$ cat src/rtl/decode_pkg.sv
// -----------------------------------------------------------------------------
// decode_pkg
// Shared definitions for the pipelined RV32I control decoder:
//   - major opcode constants
//   - ALU / immediate / result-select / branch-type encodings
//   - ctrl_t : the control bundle carried in the ID/EX register
//   - BUBBLE : the all-zero "no instruction" bundle
//   - helpers: funct3 -> ALU op mapping and EX-stage branch condition
// -----------------------------------------------------------------------------
package decode_pkg;

  localparam logic [6:0] OPC_LOAD   = 7'b0000011;
  localparam logic [6:0] OPC_STORE  = 7'b0100011;
  localparam logic [6:0] OPC_OP     = 7'b0110011;
  localparam logic [6:0] OPC_OP_IMM = 7'b0010011;
  localparam logic [6:0] OPC_LUI    = 7'b0110111;
  localparam logic [6:0] OPC_AUIPC  = 7'b0010111;
  localparam logic [6:0] OPC_BRANCH = 7'b1100011;
  localparam logic [6:0] OPC_JAL    = 7'b1101111;
  localparam logic [6:0] OPC_JALR   = 7'b1100111;

  typedef enum logic [3:0] {
    ALU_ADD   = 4'd0,
    ALU_SUB   = 4'd1,
    ALU_AND   = 4'd2,
    ALU_OR    = 4'd3,
    ALU_XOR   = 4'd4,
    ALU_SLL   = 4'd5,
    ALU_SRL   = 4'd6,
    ALU_SRA   = 4'd7,
    ALU_SLT   = 4'd8,
    ALU_SLTU  = 4'd9,
    ALU_PASSB = 4'd10
  } alu_op_e;

  typedef enum logic [2:0] {
    IMM_I = 3'd0,
    IMM_S = 3'd1,
    IMM_B = 3'd2,
    IMM_J = 3'd3,
    IMM_U = 3'd4
  } imm_src_e;

  typedef enum logic [1:0] {
    RES_ALU = 2'd0,
    RES_MEM = 2'd1,
    RES_PC4 = 2'd2
  } result_src_e;

  typedef enum logic [3:0] {
    BR_NONE = 4'd0,
    BR_BEQ  = 4'd1,
    BR_BNE  = 4'd2,
    BR_BLT  = 4'd3,
    BR_BGE  = 4'd4,
    BR_BLTU = 4'd5,
    BR_BGEU = 4'd6,
    BR_JAL  = 4'd7,
    BR_JALR = 4'd8
  } br_type_e;

  typedef struct packed {
    logic        valid;
    logic        reg_write;
    alu_op_e     alu_op;
    logic        alu_src;
    logic        alu_a_pc;
    imm_src_e    imm_src;
    result_src_e result_src;
    logic        mem_write;
    logic        mem_read;
    logic [4:0]  rd;
    br_type_e    br_type;
  } ctrl_t;

  localparam ctrl_t BUBBLE = '{
    valid:      1'b0,
    reg_write:  1'b0,
    alu_op:     ALU_ADD,
    alu_src:    1'b0,
    alu_a_pc:   1'b0,
    imm_src:    IMM_I,
    result_src: RES_ALU,
    mem_write:  1'b0,
    mem_read:   1'b0,
    rd:         5'd0,
    br_type:    BR_NONE
  };

  // Shared OP / OP-IMM funct3 mapping. SUB exists only for register-register
  // ops; for OP-IMM instr[30] is part of the immediate except on shifts.
  function automatic alu_op_e alu_from_f3(input logic [2:0] f3,
                                          input logic       alt,
                                          input logic       is_op);
    alu_op_e op;
    case (f3)
      3'b000:  op = (is_op && alt) ? ALU_SUB : ALU_ADD;
      3'b001:  op = ALU_SLL;
      3'b010:  op = ALU_SLT;
      3'b011:  op = ALU_SLTU;
      3'b100:  op = ALU_XOR;
      3'b101:  op = alt ? ALU_SRA : ALU_SRL;
      3'b110:  op = ALU_OR;
      3'b111:  op = ALU_AND;
      default: op = ALU_ADD;
    endcase
    return op;
  endfunction

  // Conditional-branch outcome from the EX-stage comparison flags.
  // Jumps and non-branches return 0; they are handled separately.
  function automatic logic branch_taken(input br_type_e t,
                                        input logic     eq,
                                        input logic     lt,
                                        input logic     ltu);
    logic tk;
    case (t)
      BR_BEQ:  tk = eq;
      BR_BNE:  tk = ~eq;
      BR_BLT:  tk = lt;
      BR_BGE:  tk = ~lt;
      BR_BLTU: tk = ltu;
      BR_BGEU: tk = ~ltu;
      default: tk = 1'b0;
    endcase
    return tk;
  endfunction

endpackage

$ cat src/rtl/decode_ctrl_pipe_comb.sv
// -----------------------------------------------------------------------------
// decode_comb
// Pure combinational RV32I control decode for the ID stage.
// Ports:
//   i_instr      in  32  instruction word
//   o_ctrl       out     decoded control bundle (valid always 1 here; the
//                        pipeline register decides whether it is used)
//   o_illegal    out  1  unsupported opcode / funct3
//   o_rs1_used   out  1  instruction reads rs1 (0 when illegal)
//   o_rs2_used   out  1  instruction reads rs2 (0 when illegal)
//   o_rs1        out  5  rs1 field
//   o_rs2        out  5  rs2 field
// -----------------------------------------------------------------------------
module decode_comb
  import decode_pkg::*;
(
  input  logic [31:0] i_instr,
  output ctrl_t       o_ctrl,
  output logic        o_illegal,
  output logic        o_rs1_used,
  output logic        o_rs2_used,
  output logic [4:0]  o_rs1,
  output logic [4:0]  o_rs2
);

  logic [6:0] w_opcode;
  logic [2:0] w_f3;
  logic       w_alt;
  ctrl_t      w_ctrl;
  logic       w_illegal;
  logic       w_rs1_used_raw;
  logic       w_rs2_used_raw;
  logic       w_unused_bits;

  assign w_opcode      = i_instr[6:0];
  assign w_f3          = i_instr[14:12];
  assign w_alt         = i_instr[30];
  assign w_unused_bits = ^{i_instr[31], i_instr[29:25]};

  // Opcode/funct3 decode into the control bundle and legality flag.
  always_comb begin
    w_ctrl         = BUBBLE;
    w_ctrl.valid   = 1'b1;
    w_illegal      = 1'b0;
    w_rs1_used_raw = 1'b0;
    w_rs2_used_raw = 1'b0;
    case (w_opcode)
      OPC_LOAD: begin
        w_ctrl.reg_write  = 1'b1;
        w_ctrl.alu_src    = 1'b1;
        w_ctrl.result_src = RES_MEM;
        w_ctrl.mem_read   = 1'b1;
        w_rs1_used_raw    = 1'b1;
        case (w_f3)
          3'b000, 3'b001, 3'b010, 3'b100, 3'b101: w_illegal = 1'b0;
          default:                                w_illegal = 1'b1;
        endcase
      end
      OPC_STORE: begin
        w_ctrl.alu_src   = 1'b1;
        w_ctrl.imm_src   = IMM_S;
        w_ctrl.mem_write = 1'b1;
        w_rs1_used_raw   = 1'b1;
        w_rs2_used_raw   = 1'b1;
        case (w_f3)
          3'b000, 3'b001, 3'b010: w_illegal = 1'b0;
          default:                w_illegal = 1'b1;
        endcase
      end
      OPC_OP: begin
        w_ctrl.reg_write = 1'b1;
        w_ctrl.alu_op    = alu_from_f3(w_f3, w_alt, 1'b1);
        w_rs1_used_raw   = 1'b1;
        w_rs2_used_raw   = 1'b1;
      end
      OPC_OP_IMM: begin
        w_ctrl.reg_write = 1'b1;
        w_ctrl.alu_op    = alu_from_f3(w_f3, w_alt, 1'b0);
        w_ctrl.alu_src   = 1'b1;
        w_rs1_used_raw   = 1'b1;
      end
      OPC_LUI: begin
        w_ctrl.reg_write = 1'b1;
        w_ctrl.alu_op    = ALU_PASSB;
        w_ctrl.alu_src   = 1'b1;
        w_ctrl.imm_src   = IMM_U;
      end
      OPC_AUIPC: begin
        w_ctrl.reg_write = 1'b1;
        w_ctrl.alu_src   = 1'b1;
        w_ctrl.alu_a_pc  = 1'b1;
        w_ctrl.imm_src   = IMM_U;
      end
      OPC_BRANCH: begin
        w_ctrl.alu_op  = ALU_SUB;
        w_ctrl.imm_src = IMM_B;
        w_rs1_used_raw = 1'b1;
        w_rs2_used_raw = 1'b1;
        case (w_f3)
          3'b000:  w_ctrl.br_type = BR_BEQ;
          3'b001:  w_ctrl.br_type = BR_BNE;
          3'b100:  w_ctrl.br_type = BR_BLT;
          3'b101:  w_ctrl.br_type = BR_BGE;
          3'b110:  w_ctrl.br_type = BR_BLTU;
          3'b111:  w_ctrl.br_type = BR_BGEU;
          default: w_illegal      = 1'b1;
        endcase
      end
      OPC_JAL: begin
        // Target is PC+imm from the dedicated adder; ALU operands set to
        // PC/imm so the ALU result is also that target.
        w_ctrl.reg_write  = 1'b1;
        w_ctrl.alu_src    = 1'b1;
        w_ctrl.alu_a_pc   = 1'b1;
        w_ctrl.imm_src    = IMM_J;
        w_ctrl.result_src = RES_PC4;
        w_ctrl.br_type    = BR_JAL;
      end
      OPC_JALR: begin
        w_ctrl.reg_write  = 1'b1;
        w_ctrl.alu_src    = 1'b1;
        w_ctrl.result_src = RES_PC4;
        w_ctrl.br_type    = BR_JALR;
        w_rs1_used_raw    = 1'b1;
      end
      default: begin
        w_illegal = 1'b1;
      end
    endcase

    if (w_ctrl.reg_write) begin
      w_ctrl.rd = i_instr[11:7];
    end else begin
      w_ctrl.rd = 5'd0;
    end
  end

  // An illegal word is discarded anyway, so it must never trigger a stall.
  assign o_ctrl     = w_ctrl;
  assign o_illegal  = w_illegal;
  assign o_rs1_used = w_rs1_used_raw & ~w_illegal;
  assign o_rs2_used = w_rs2_used_raw & ~w_illegal;
  assign o_rs1      = i_instr[19:15];
  assign o_rs2      = i_instr[24:20];

endmodule

$ cat src/rtl/decode_ctrl_pipe.sv
// -----------------------------------------------------------------------------
// decode_ctrl_pipe
// ID-stage control decode with ID/EX pipeline register, load-use hazard
// detection and EX-stage branch/jump resolution.
// Ports:
//   clk, rst            clock, asynchronous active-high reset
//   instr_i             instruction from IF/ID
//   instr_valid_i       instr_i holds a real instruction
//   ex_eq_i/lt_i/ltu_i  ALU comparison flags for the instruction in EX
//   ex_*_o              registered control bundle for the EX stage
//   stall_o             freeze PC and IF/ID (load-use)
//   pc_src_o            redirect PC to branch/jump target
//   pc_jalr_o           target is the ALU result (JALR)
//   flush_o             squash IF/ID and ID/EX
//   illegal_o           unsupported instruction seen in ID this cycle
//   stall_cnt_o         saturating count of stall cycles
// -----------------------------------------------------------------------------
module decode_ctrl_pipe
  import decode_pkg::*;
#(
  parameter int ALUCTRL_W = 4,
  parameter int RADDR_W   = 5,
  parameter int CNT_W     = 16
) (
  input  logic                 clk,
  input  logic                 rst,
  input  logic [31:0]          instr_i,
  input  logic                 instr_valid_i,
  input  logic                 ex_eq_i,
  input  logic                 ex_lt_i,
  input  logic                 ex_ltu_i,
  output logic                 ex_valid_o,
  output logic                 ex_reg_write_o,
  output logic [ALUCTRL_W-1:0] ex_alu_ctrl_o,
  output logic                 ex_alu_src_o,
  output logic                 ex_alu_a_pc_o,
  output logic [2:0]           ex_imm_src_o,
  output logic [1:0]           ex_result_src_o,
  output logic                 ex_mem_write_o,
  output logic                 ex_mem_read_o,
  output logic [RADDR_W-1:0]   ex_rd_o,
  output logic                 stall_o,
  output logic                 pc_src_o,
  output logic                 pc_jalr_o,
  output logic                 flush_o,
  output logic                 illegal_o,
  output logic [CNT_W-1:0]     stall_cnt_o
);

  ctrl_t            w_dec;
  logic             w_illegal;
  logic             w_rs1_used;
  logic             w_rs2_used;
  logic [4:0]       w_rs1;
  logic [4:0]       w_rs2;

  ctrl_t            r_ctrl;
  ctrl_t            w_ctrl_nxt;
  logic [CNT_W-1:0] r_stall_cnt;

  logic             w_taken;
  logic             w_is_jump;
  logic             w_pc_src;
  logic             w_hazard;
  logic             w_stall;

  decode_comb u_decode_comb (
    .i_instr    (instr_i),
    .o_ctrl     (w_dec),
    .o_illegal  (w_illegal),
    .o_rs1_used (w_rs1_used),
    .o_rs2_used (w_rs2_used),
    .o_rs1      (w_rs1),
    .o_rs2      (w_rs2)
  );

  // EX-stage resolution from the registered branch type and ALU flags.
  assign w_taken   = branch_taken(r_ctrl.br_type, ex_eq_i, ex_lt_i, ex_ltu_i);
  assign w_is_jump = (r_ctrl.br_type == BR_JAL) || (r_ctrl.br_type == BR_JALR);
  assign w_pc_src  = r_ctrl.valid & (w_is_jump | w_taken);

  // Load-use: a load in EX whose rd (non-zero) is read by the ID instruction.
  assign w_hazard = r_ctrl.valid & r_ctrl.mem_read & (r_ctrl.rd != 5'd0) &
                    instr_valid_i &
                    ((w_rs1_used & (w_rs1 == r_ctrl.rd)) |
                     (w_rs2_used & (w_rs2 == r_ctrl.rd)));

  // A redirect discards the ID instruction, so a stall would be meaningless.
  assign w_stall = w_hazard & ~w_pc_src;

  // Next ID/EX contents: flush, then stall, then the decoded instruction.
  always_comb begin
    w_ctrl_nxt = BUBBLE;
    if (w_pc_src) begin
      w_ctrl_nxt = BUBBLE;
    end else if (w_stall) begin
      w_ctrl_nxt = BUBBLE;
    end else if (!instr_valid_i || w_illegal) begin
      w_ctrl_nxt = BUBBLE;
    end else begin
      w_ctrl_nxt       = w_dec;
      w_ctrl_nxt.valid = 1'b1;
    end
  end

  // ID/EX control register.
  always_ff @(posedge clk or posedge rst) begin
    if (rst) begin
      r_ctrl <= BUBBLE;
    end else begin
      r_ctrl <= w_ctrl_nxt;
    end
  end

  // Saturating stall-cycle counter.
  always_ff @(posedge clk or posedge rst) begin
    if (rst) begin
      r_stall_cnt <= '0;
    end else if (w_stall && (r_stall_cnt != {CNT_W{1'b1}})) begin
      r_stall_cnt <= r_stall_cnt + CNT_W'(1);
    end else begin
      r_stall_cnt <= r_stall_cnt;
    end
  end

  assign ex_valid_o      = r_ctrl.valid;
  assign ex_reg_write_o  = r_ctrl.reg_write;
  assign ex_alu_ctrl_o   = ALUCTRL_W'(r_ctrl.alu_op);
  assign ex_alu_src_o    = r_ctrl.alu_src;
  assign ex_alu_a_pc_o   = r_ctrl.alu_a_pc;
  assign ex_imm_src_o    = r_ctrl.imm_src;
  assign ex_result_src_o = r_ctrl.result_src;
  assign ex_mem_write_o  = r_ctrl.mem_write;
  assign ex_mem_read_o   = r_ctrl.mem_read;
  assign ex_rd_o         = RADDR_W'(r_ctrl.rd);

  assign stall_o     = w_stall;
  assign pc_src_o    = w_pc_src;
  assign pc_jalr_o   = r_ctrl.valid & (r_ctrl.br_type == BR_JALR);
  assign flush_o     = w_pc_src;
  assign illegal_o   = instr_valid_i & w_illegal & ~w_pc_src;
  assign stall_cnt_o = r_stall_cnt;

endmodule

$ cat config.mk
export PLATFORM = sky130hd
export DESIGN_NAME = decode_ctrl_pipe
export DESIGN_NICKNAME = d
export VERILOG_FILES = /design/src/rtl/decode_pkg.sv /design/src/rtl/decode_ctrl_pipe_comb.sv /design/src/rtl/decode_ctrl_pipe.sv
export SDC_FILE = /design/constraint.sdc
export NUM_CORES = 1
export LEC_CHECK = 0
export ABC_CLOCK_PERIOD_IN_PS = 1800
export BUFFER_PORTS_ARGS = -buffer_cell sky130_fd_sc_hd__buf_4
export CAP_MARGIN = 25
export CORE_MARGIN = 4
export CORE_UTILIZATION = 40
export DETAILED_ROUTE_END_ITERATION = 8
export PLACE_DENSITY = 0.67
export SLEW_MARGIN = 20
export SYNTH_ARGS = -nofsm -noshare
export SYNTH_HDL_FRONTEND = slang
export SYNTH_HIERARCHICAL = 1
export SYNTH_SLANG_ARGS = --single-unit
export TNS_END_PERCENT = 10
$ cat constraint.sdc
create_clock -name clk -period 1.8 [get_ports clk]
set_clock_uncertainty 0.2 [all_clocks]
set_input_delay 0.09 -clock clk [delete_from_list [all_inputs] [get_ports clk]]
set_output_delay 0.09 -clock clk [all_outputs]
set_load 0.05 [all_outputs]
==> impl_metrics.toml, run 1 <==
[power]
total_power_mw = 1.95
vdd_drop_max_uv = 328
leakage_nw = 1.90
p_per_area_nw_per_um2 = 504

[floorplan]
initial_core_util_pct = 42.3
rows = 28
core_area_um2 = 6060
die_y_um = 88.0
io_pins = 79
die_w_um = 88.0
die_area_um2 = 7750

[synth]
synth_nets = 303
synth_area_um2 = 2560
synth_area_per_cell_um2 = 9.71
yosysWarnings = 6
syn_inst = 264

[placed_design]
portBuffers = 72
dpl.hpwl_um = 4740
gp_congestion = 0.890

[sta]
hold_violations = 0
drv_slew = 0
post-route-min-period_ns = 2.17
rsz0062_at_grt = "true"
max_freq_mhz = 460
setup_viol = 44
setup_slack_ns = -0.374
finalCritPeriodShare_pct = 121
tightest_slew_ns = 0.503
slew_headroom_pct = 66.1
fin_tns_setup_ns = -10.73

[global_route]
grt_usage_pct = 18.2
grt_overflow = 0
antenna_found_initial = 0
grt_pass1_wl_um = 10900
grt_pass1_vias = 2334
grt_max_degree = 41

[clocking]
cts_made_buffers = 5
ctsHtreeMaxLevel = 2
cts_buffer_depth = 2
path_clk_slew_ns = 0.07
clk-insertion-delay-late_ns = 0.30
cts-root-buf = "clkbuf_8"
cts_tree = "done"
clock-sinks = 40

[worst_setup_path]
start_kind = "register"
path_class = "reg2out"
cp.arrival_ns = 1.88
worstSetupEndpointType = "primary output"
critical_path_required_ns = 1.51
critPathMaxFanout = 4
reg2reg_depth = 8

[run_status]
violations = "negative setup slack"
status = "finished with violations"

[detailed_routing]
met3_length_um = 369
num_vias = 2311
via_per_inst = 5.08
postRouteAntennaNets = 0
wl_met2_um = 3560
drt_wl_total_um = 6770
drc = 0
drt_iter0_drc = 97
post_drt_wl_per_cell_um = 14.9
topRoutingLayerUsed = "met4"
first_pass_iters = 4
wl_met1_um = 2690

[min_path]
hold_depth = 4
hold_path.class = "in2reg"

[run]
drv_cap = 0

[final_layout]
drive_above_1_share_pct = 51.1
final_util_pct = 63.9
syn_to_final_growth_pct = 51.1
num_antenna_cells = 0
fin_nets = 418
[flip-flops by register name, indices dropped and copies added (netlist names), 2 cells and up]
| register | cells |
|---|---|
| r_ctrl | 4 |
| ex_rd_o | 5 |
| ex_alu_ctrl_o | 4 |
| ex_result_src_o | 2 |
| stall_cnt_o | 16 |
| ex_imm_src_o | 3 |
[worst max-delay path: stages, from the launching register on]
cell and delay [ns]:
dfrtp_2 0.45, or3_4 0.38, o311a_4 0.34, nand4_4 0.14, buf_6 0.11, inv_1 0.04, buf_6 0.14
[per-layer routing]
layer | up-vias | GRT usage (%)
met5 | - | 0
met4 | 0 | 7.01
met3 | 11 | 3.29
met2 | 63 | 32.3
met1 | 1114 | 21.9
li1 | 1123 | -
[cell usage in the layout (no fill, tap or decap), drive strengths merged, types with 3 or more instances in the layout]
cell         instances
a21oi                6
and2                28
and3                 5
and3b                3
buf                139
clkbuf               7
dfrtp               40
dlygate4sd3          6
inv                  7
nand2               16
nand3                8
nand4                7
nor2                14
nor2b                4
nor3                 7
nor3b                7
nor4                12
o21ai                4
or3                  4
xnor2               12
xor2                14
[power by group]
group	internal (mW)	total [mW]	switching [mW]
clock network	0.489	0.802	0.313
logic	0.129	0.251	0.122
registers	0.899	0.900	0.000688
total	1.52	1.95	0.436
[path summary, 6_finish.rpt]
path,startpoint,end,slack (ns)
max in group asynchronous,rst,ex_rd_o[1]$_DFF_PP0_,0.74
min in group asynchronous,rst,stall_cnt_o[5]$_DFFE_PP0P_,0.27
hold / removal,instr_i[13],ex_alu_ctrl_o[2]$_DFF_PP0_,0.04
setup / recovery,ex_rd_o[1]$_DFF_PP0_,stall_o,-0.37
hold reg to reg,stall_cnt_o[5]$_DFFE_PP0P_,stall_cnt_o[5]$_DFFE_PP0P_,0.36
setup reg to reg,ex_rd_o[0]$_DFF_PP0_,stall_cnt_o[1]$_DFFE_PP0P_,-0.35
[layout make-up]
class	instances	area, um2
flip-flops and latches	40	1000
multi-input cells	180	1490
inverters	7	26.3
well taps	75	93.8
fillers	496	2190
clock buffers	7	96.3
clock inverters	1	30.0
repair buffers	145	1130
[timing repair]
action,CTS,global route
gates cloned,0,0
gates resized for setup,30,10
buffers inserted,6,1
setup endpoints to repair,45,45
endpoints found under the hold margin,45,0
hold buffers,6,0
pin swaps,16,9
[metrics by stage]
stage | setup slack, ns | cell area (um2) | hold slack [ns] | cells
after floorplan | -0.495 | 2600 | 0.108 | 264
after global placement | -0.574 | 3410 | 0.0457 | 434
after detailed placement | -0.663 | 3410 | 0.0539 | 434
after CTS | -0.332 | 3800 | 0.0322 | 454
after global routing | -0.462 | 3870 | 0.0503 | 455
final | -0.374 | 3870 | 0.0403 | 455
Power figures use the tool's default switching activity.
==> inputs of run 2 (changes only) <==
--- a/config.mk
+++ b/config.mk
@@ -5,13 +5,13 @@
 export SDC_FILE = /design/constraint.sdc
 export NUM_CORES = 1
 export LEC_CHECK = 0
-export ABC_CLOCK_PERIOD_IN_PS = 1800
+export ABC_CLOCK_PERIOD_IN_PS = 2110
 export BUFFER_PORTS_ARGS = -buffer_cell sky130_fd_sc_hd__buf_4
 export CAP_MARGIN = 25
 export CORE_MARGIN = 4
-export CORE_UTILIZATION = 40
+export CORE_UTILIZATION = 30
 export DETAILED_ROUTE_END_ITERATION = 8
-export PLACE_DENSITY = 0.67
+export MAX_ROUTING_LAYER = met4
 export SLEW_MARGIN = 20
 export SYNTH_ARGS = -nofsm -noshare
 export SYNTH_HDL_FRONTEND = slang
==> constraint.sdc (replaced) <==
create_clock -name clk -period 2.11 [get_ports clk]
set_clock_uncertainty 0.2 [all_clocks]
set_input_delay 0.1055 -clock clk [delete_from_list [all_inputs] [get_ports clk]]
set_output_delay 0.1055 -clock clk [all_outputs]
set_load 0.05 [all_outputs]
==> run 2 against run 1 <==
  * The run still ends with negative setup slack left
  * Die area up 30%
  * Final cell count is 1.3% lower
  * Combinational power down 19%
  * Routed wire length fell by 4.8%
  * Count of clock-buffer cells in the layout unchanged
  * Hold slack worse by 0.030 ns
  * Sequential cell count is the same
  * Cell area is 7.5% lower
==> impl_metrics.toml, run 2 (same netlist as run 1, synthesis figures left out) <==
[run_status]
status = "finished with violations"
violations = "negative setup slack"

[worst_setup_path]
cp.arrival_ns = 1.84
worstSetupEndpointType = "primary output"
r2r-start = "ex_rd_o[4]$_DFF_PP0_"
start_kind = "register"
worstReg2RegEnd = "stall_cnt_o[15]$_DFFE_PP0P_"
reg2reg_depth = 7
cp-startpoint = "ex_rd_o[2]$_DFF_PP0_"
path_class = "reg2out"
critPathMaxFanout = 4
r2r_slack_ns = -0.01
endpoint = "stall_o"
critical_path_required_ns = 1.80

[sta]
finalCritPeriodShare_pct = 102
setup_slack_ns = -0.0327
fin_tns_setup_ns = -0.0429
setup_viol = 3
max_freq_mhz = 467
hold_violations = 0
slew_headroom_pct = 62.1
rsz0062_at_grt = "true"
post-route-min-period_ns = 2.14
tightest_slew_ns = 0.567
drv_slew = 0

[final_layout]
fin_nets = 382
final_util_pct = 43.3
final-instance-count-excl-fill = 449
most-common-layout-cells = "buf_4 (101), dfrtp_1 (35), and2_1 (28)"
final_common_cell = "buf_4"
drive_above_1_share_pct = 45.6
num_antenna_cells = 0
largest_reg_flops = 16
syn_to_final_growth_pct = 39.7
fillers = 797

[global_route]
antenna_found_initial = 0
grt_usage_pct = 13.0
grt_max_degree = 29
grt_pass1_wl_um = 10200
grt_pass1_vias = 2129
grt_overflow = 0

[floorplan]
core_area_um2 = 8260
die_area_um2 = 10100
die_y_um = 100
initial_core_util_pct = 31.0
io_pins = 79
rows = 33
die_w_um = 100

[detailed_routing]
post_drt_wl_per_cell_um = 14.3
via_per_inst = 4.76
num_vias = 2135
first_pass_iters = 4
drt_wl_total_um = 6440
postRouteAntennaNets = 0
drc = 0
drt_iter0_drc = 68

[clocking]
cts_tree = "done"
cts_buffer_depth = 2
cts_made_buffers = 5
ctsHtreeMaxLevel = 2
clk-insertion-delay-late_ns = 0.29
clock-sinks = 40
path_clk_slew_ns = 0.08
cts-root-buf = "clkbuf_8"

[min_path]
hold_path.class = "in2reg"

[power]
leakage_nw = 1.71
total_power_mw = 1.65
p_per_area_nw_per_um2 = 462
vdd_drop_max_uv = 354

[placed_design]
gp_congestion = 0.853
dpl.hpwl_um = 4920
placed_cells = 433
portBuffers = 72

[run]
drv_cap = 0
[run 2: cell count changes in the layout (fill, tap and decap cells not counted), moves of 3 or more]
| cell | before | now |
|---|---|---|
| nor2_2 | 5 | 0 |
| dfrtp_1 | 38 | 35 |
| dfrtp_2 | 2 | 5 |
| buf_4 | 132 | 101 |
| nor2_1 | 9 | 13 |
| dlygate4sd3_1 | 6 | 2 |
[run 2: area by class of cell]
| cell class | instances | area [um2] | share of cell area, % |
|---|---|---|---|
| Clock buffer | 7 | 96.3 | 2.69 |
| Clock inverter | 1 | 30.0 | 0.839 |
| Inverter | 7 | 26.3 | 0.734 |
| Multi-Input combinational cell | 180 | 1430 | 40.0 |
| Sequential cell | 40 | 1010 | 28.1 |
| Tap cell | 105 | 131 | 3.67 |
| Timing Repair Buffer | 109 | 858 | 24.0 |
[run 2: repair_timing]
item / CTS / global route
buffers inserted: 3 / 3
hold buffers: 2 / 0
endpoints found under the setup margin: 11 / 41
pin swaps: 6 / 7
endpoints found under the hold margin: 13 / 0
gates cloned: 0 / 0
gates resized for setup: 13 / 18
[run 2: stage by stage]
| stage | worst slack (ns) | cell area [um2] | hold WS, ns |
|---|---|---|---|
| 2_1_floorplan | -0.185 | 2600 | 0.123 |
| 3_3_place_gp | -0.238 | 3230 | -0.00373 |
| 3_5_place_dp | -0.288 | 3230 | 0.00956 |
| 4_1_cts | -0.0283 | 3450 | 0.00457 |
| 5_1_grt | -0.0988 | 3580 | 0.0131 |
| 6_report | -0.0327 | 3580 | 0.0101 |
[run 2: how the worst min path moves through the flow]
stage	cells past startpoint	endpoint	slack, ns	from
finish	3	ex_rd_o[2]$_DFF_PP0_	0.01	instr_i[9]
global route	3	ex_rd_o[0]$_DFF_PP0_	0.01	instr_i[7]
CTS	3	ex_rd_o[4]$_DFF_PP0_	0.005	instr_i[11]
detailed placement	2	stall_cnt_o[12]$_DFFE_PP0P_	0.01	rst
global placement	2	stall_cnt_o[12]$_DFFE_PP0P_	-0.004	rst
floorplan	1	ex_alu_a_pc_o$_DFF_PP0_	0.12	rst
[run 2: power breakdown]
part / internal, mW / leakage [nW] / switching, mW / total, mW
Combinational: 0.102 / 1.10 / 0.101 / 0.203
Clock: 0.417 / 0.0645 / 0.266 / 0.684
Sequential: 0.767 / 0.545 / 0.000868 / 0.767
Total: 1.29 / 1.71 / 0.368 / 1.65
[run 2: worst max-delay path, stage by stage (launching register included)]
cell and delay (ns):
dfrtp_2 0.45, or3_4 0.39, o311a_4 0.34, nand4_4 0.09, buf_6 0.11, inv_2 0.03, buf_6 0.14
[run 2: routing by layer]
| layer | GRT usage [%] | wire length [um] | up-vias |
|---|---|---|---|
| met4 | 2.49 | 73 | 0 |
| met5 | - | 0 | - |
| met2 | 23.9 | 3500 | 60 |
| met1 | 14.7 | 2550 | 1019 |
| li1 | - | - | 1050 |
| met3 | 2.57 | 317 | 6 |
==> inputs of run 3 (changes only) <==
--- a/config.mk
+++ b/config.mk
@@ -5,6 +5,7 @@
 export SDC_FILE = /design/constraint.sdc
 export NUM_CORES = 1
 export LEC_CHECK = 0
+export ABC_AREA = 1
 export ABC_CLOCK_PERIOD_IN_PS = 2110
 export BUFFER_PORTS_ARGS = -buffer_cell sky130_fd_sc_hd__buf_4
 export CAP_MARGIN = 25
==> run 3 against run 2 <==
  * The flow now finishes without violations
  * Critical path depth up 10
  * Hold slack better by 0.079 ns
  * Via count up 29%
  * Sequential cell count unchanged
  * Die area up 15%
  * Area after synthesis up 17%
  * Critical path type is now in2out
  * Largest power group unchanged
==> impl_metrics.toml, run 3 <==
[run]
drv_cap = 0

[global_route]
grt_overflow = 0
grt_usage_pct = 13.4
grt_pass1_wl_um = 12200
grt_max_degree = 41
antenna_found_initial = 0
grt_pass1_vias = 2711

[placed_design]
gp_congestion = 0.911
place_area_um2 = 3670
portBuffers = 72
dpl.hpwl_um = 5640
placed_cells = 610

[synth]
synth_area_per_cell_um2 = 7.27
synth_nets = 450
yosysWarnings = 6
syn_inst = 411
synth_area_um2 = 2990

[sta]
tightest_slew_ns = 0.533
max_freq_mhz = 491
drv_slew = 0
fin_tns_setup_ns = 0
hold_violations = 0
rsz0062_at_grt = "true"
finalCritPeriodShare_pct = 96.6
post-route-min-period_ns = 2.04
setup_viol = 0
slew_headroom_pct = 64.5
holdWs_ns = 0.0893

[floorplan]
initial_core_util_pct = 30.7
die_w_um = 108
core_area_um2 = 9730
die_area_um2 = 11600
die_y_um = 108
io_pins = 79
rows = 36

[detailed_routing]
post_drt_wl_per_cell_um = 11.6
drt_wl_total_um = 7350
num_vias = 2750
drt_iter0_drc = 94
postRouteAntennaNets = 0
drc = 0
via_per_inst = 4.34
first_pass_iters = 4

[final_layout]
final_util_pct = 41.0
largest_reg_flops = 16
syn_to_final_growth_pct = 33.6
drive_above_1_share_pct = 39.4
num_antenna_cells = 0
fin_nets = 538
final_cell_area_um2 = 3990
most-common-layout-cells = "nand2_1 (100), buf_4 (100), inv_1 (42)"
fillers = 1025
final-instance-count-excl-fill = 633

[clocking]
cts_tree = "done"
cts_buffer_depth = 2
path_clk_slew_ns = 0.08
cts_made_buffers = 5
cts-root-buf = "clkbuf_8"
ctsHtreeMaxLevel = 2
clock-sinks = 40
clk-insertion-delay-late_ns = 0.29

[worst_setup_path]
start_kind = "primary input"
cp.arrival_ns = 1.73
critPathMaxFanout = 6
critical_path_required_ns = 1.80
worstSetupEndpointType = "primary output"
path_class = "in2out"

[power]
seqPwrFrac_pct = 46.3
clkPwrFrac_pct = 41.4
power_frac_comb_pct = 12.4
sw_frac_of_total_pct = 22.7
vdd_drop_max_uv = 337
p_int_mw = 1.28
leakage_nw = 2.28
p_per_area_nw_per_um2 = 416
p_sw_uw = 377

[run_status]
status = "complete, no violations"

[min_path]
hold_path.class = "in2reg"
run 3: repair_timing:
action	4_1_cts	5_1_grt
setup endpoints to repair	1	5
endpoints found under the hold margin	46	0
buffers inserted	2	6
resized for setup	1	17
pin swaps	1	13
hold buffers	7	0
run 3: metal layers:
layer / up-vias / global-route usage [%] / share of wire (%)
met5: - / - / 0
met1: 1260 / 16.2 / 43
met4: 0 / 2.80 / 0.78
met3: 6 / 3.24 / 6.4
li1: 1411 / - / -
met2: 73 / 22.8 / 50
run 3: stage by stage:
| step | power [mW] | worst slack, ns |
|---|---|---|
| 5_1_grt | 1.74 | -0.0421 |
| 6_report | 1.66 | 0.0713 |
| 2_1_floorplan | 0.886 | 0.110 |
| 3_5_place_dp | 0.968 | -0.103 |
| 4_1_cts | 1.68 | 0.00738 |
| 3_3_place_gp | 0.966 | -0.0386 |
run 3: path summary, 6_finish.rpt:
check	slack, ns	end	start	cells past startpoint
max reg2reg	0.19	stall_cnt_o[3]$_DFFE_PP0P_	stall_cnt_o[0]$_DFFE_PP0P_	9
min reg2reg	0.32	stall_cnt_o[1]$_DFFE_PP0P_	stall_cnt_o[1]$_DFFE_PP0P_	2
min in group asynchronous	0.32	ex_alu_ctrl_o[3]$_DFF_PP0_	rst	4
min	0.09	ex_alu_src_o$_DFF_PP0_	instr_i[5]	6
max in group asynchronous	1.01	stall_cnt_o[1]$_DFFE_PP0P_	rst	4
max	0.07	stall_o	instr_i[0]	16
run 3: final cells by class:
type | instances | area [um2] | area share [%]
Inverter | 74 | 280 | 7.02
Tap cell | 133 | 166 | 4.17
Timing Repair Buffer | 113 | 918 | 23.0
Clock buffer | 7 | 96.3 | 2.41
Clock inverter | 1 | 30.0 | 0.752
Sequential cell | 40 | 1000 | 25.2
Multi-Input combinational cell | 265 | 1500 | 37.5
run 3: power by group through the flow:
stage | clock (mW) | sequential (mW) | combinational, mW
finish | 0.687 | 0.767 | 0.205
global route | 0.748 | 0.768 | 0.228
CTS | 0.715 | 0.768 | 0.199
detailed placement | 0 | 0.783 | 0.185
global placement | 0 | 0.783 | 0.183
floorplan | 0 | 0.785 | 0.101
run 3: worst max-delay path, stage by stage:
cell and delay, ns:
buf_4 0.12, nand2_4 0.09, nor2_4 0.07, buf_12 0.13, nand3_2 0.06, nand2_2 0.05
nor2_2 0.12, nand2_2 0.08, nor2_1 0.12, nand2_1 0.06, nor2_1 0.09, nand3_1 0.10
nand2_2 0.14, nand2_4 0.08, nor2_8 0.16, buf_8 0.16
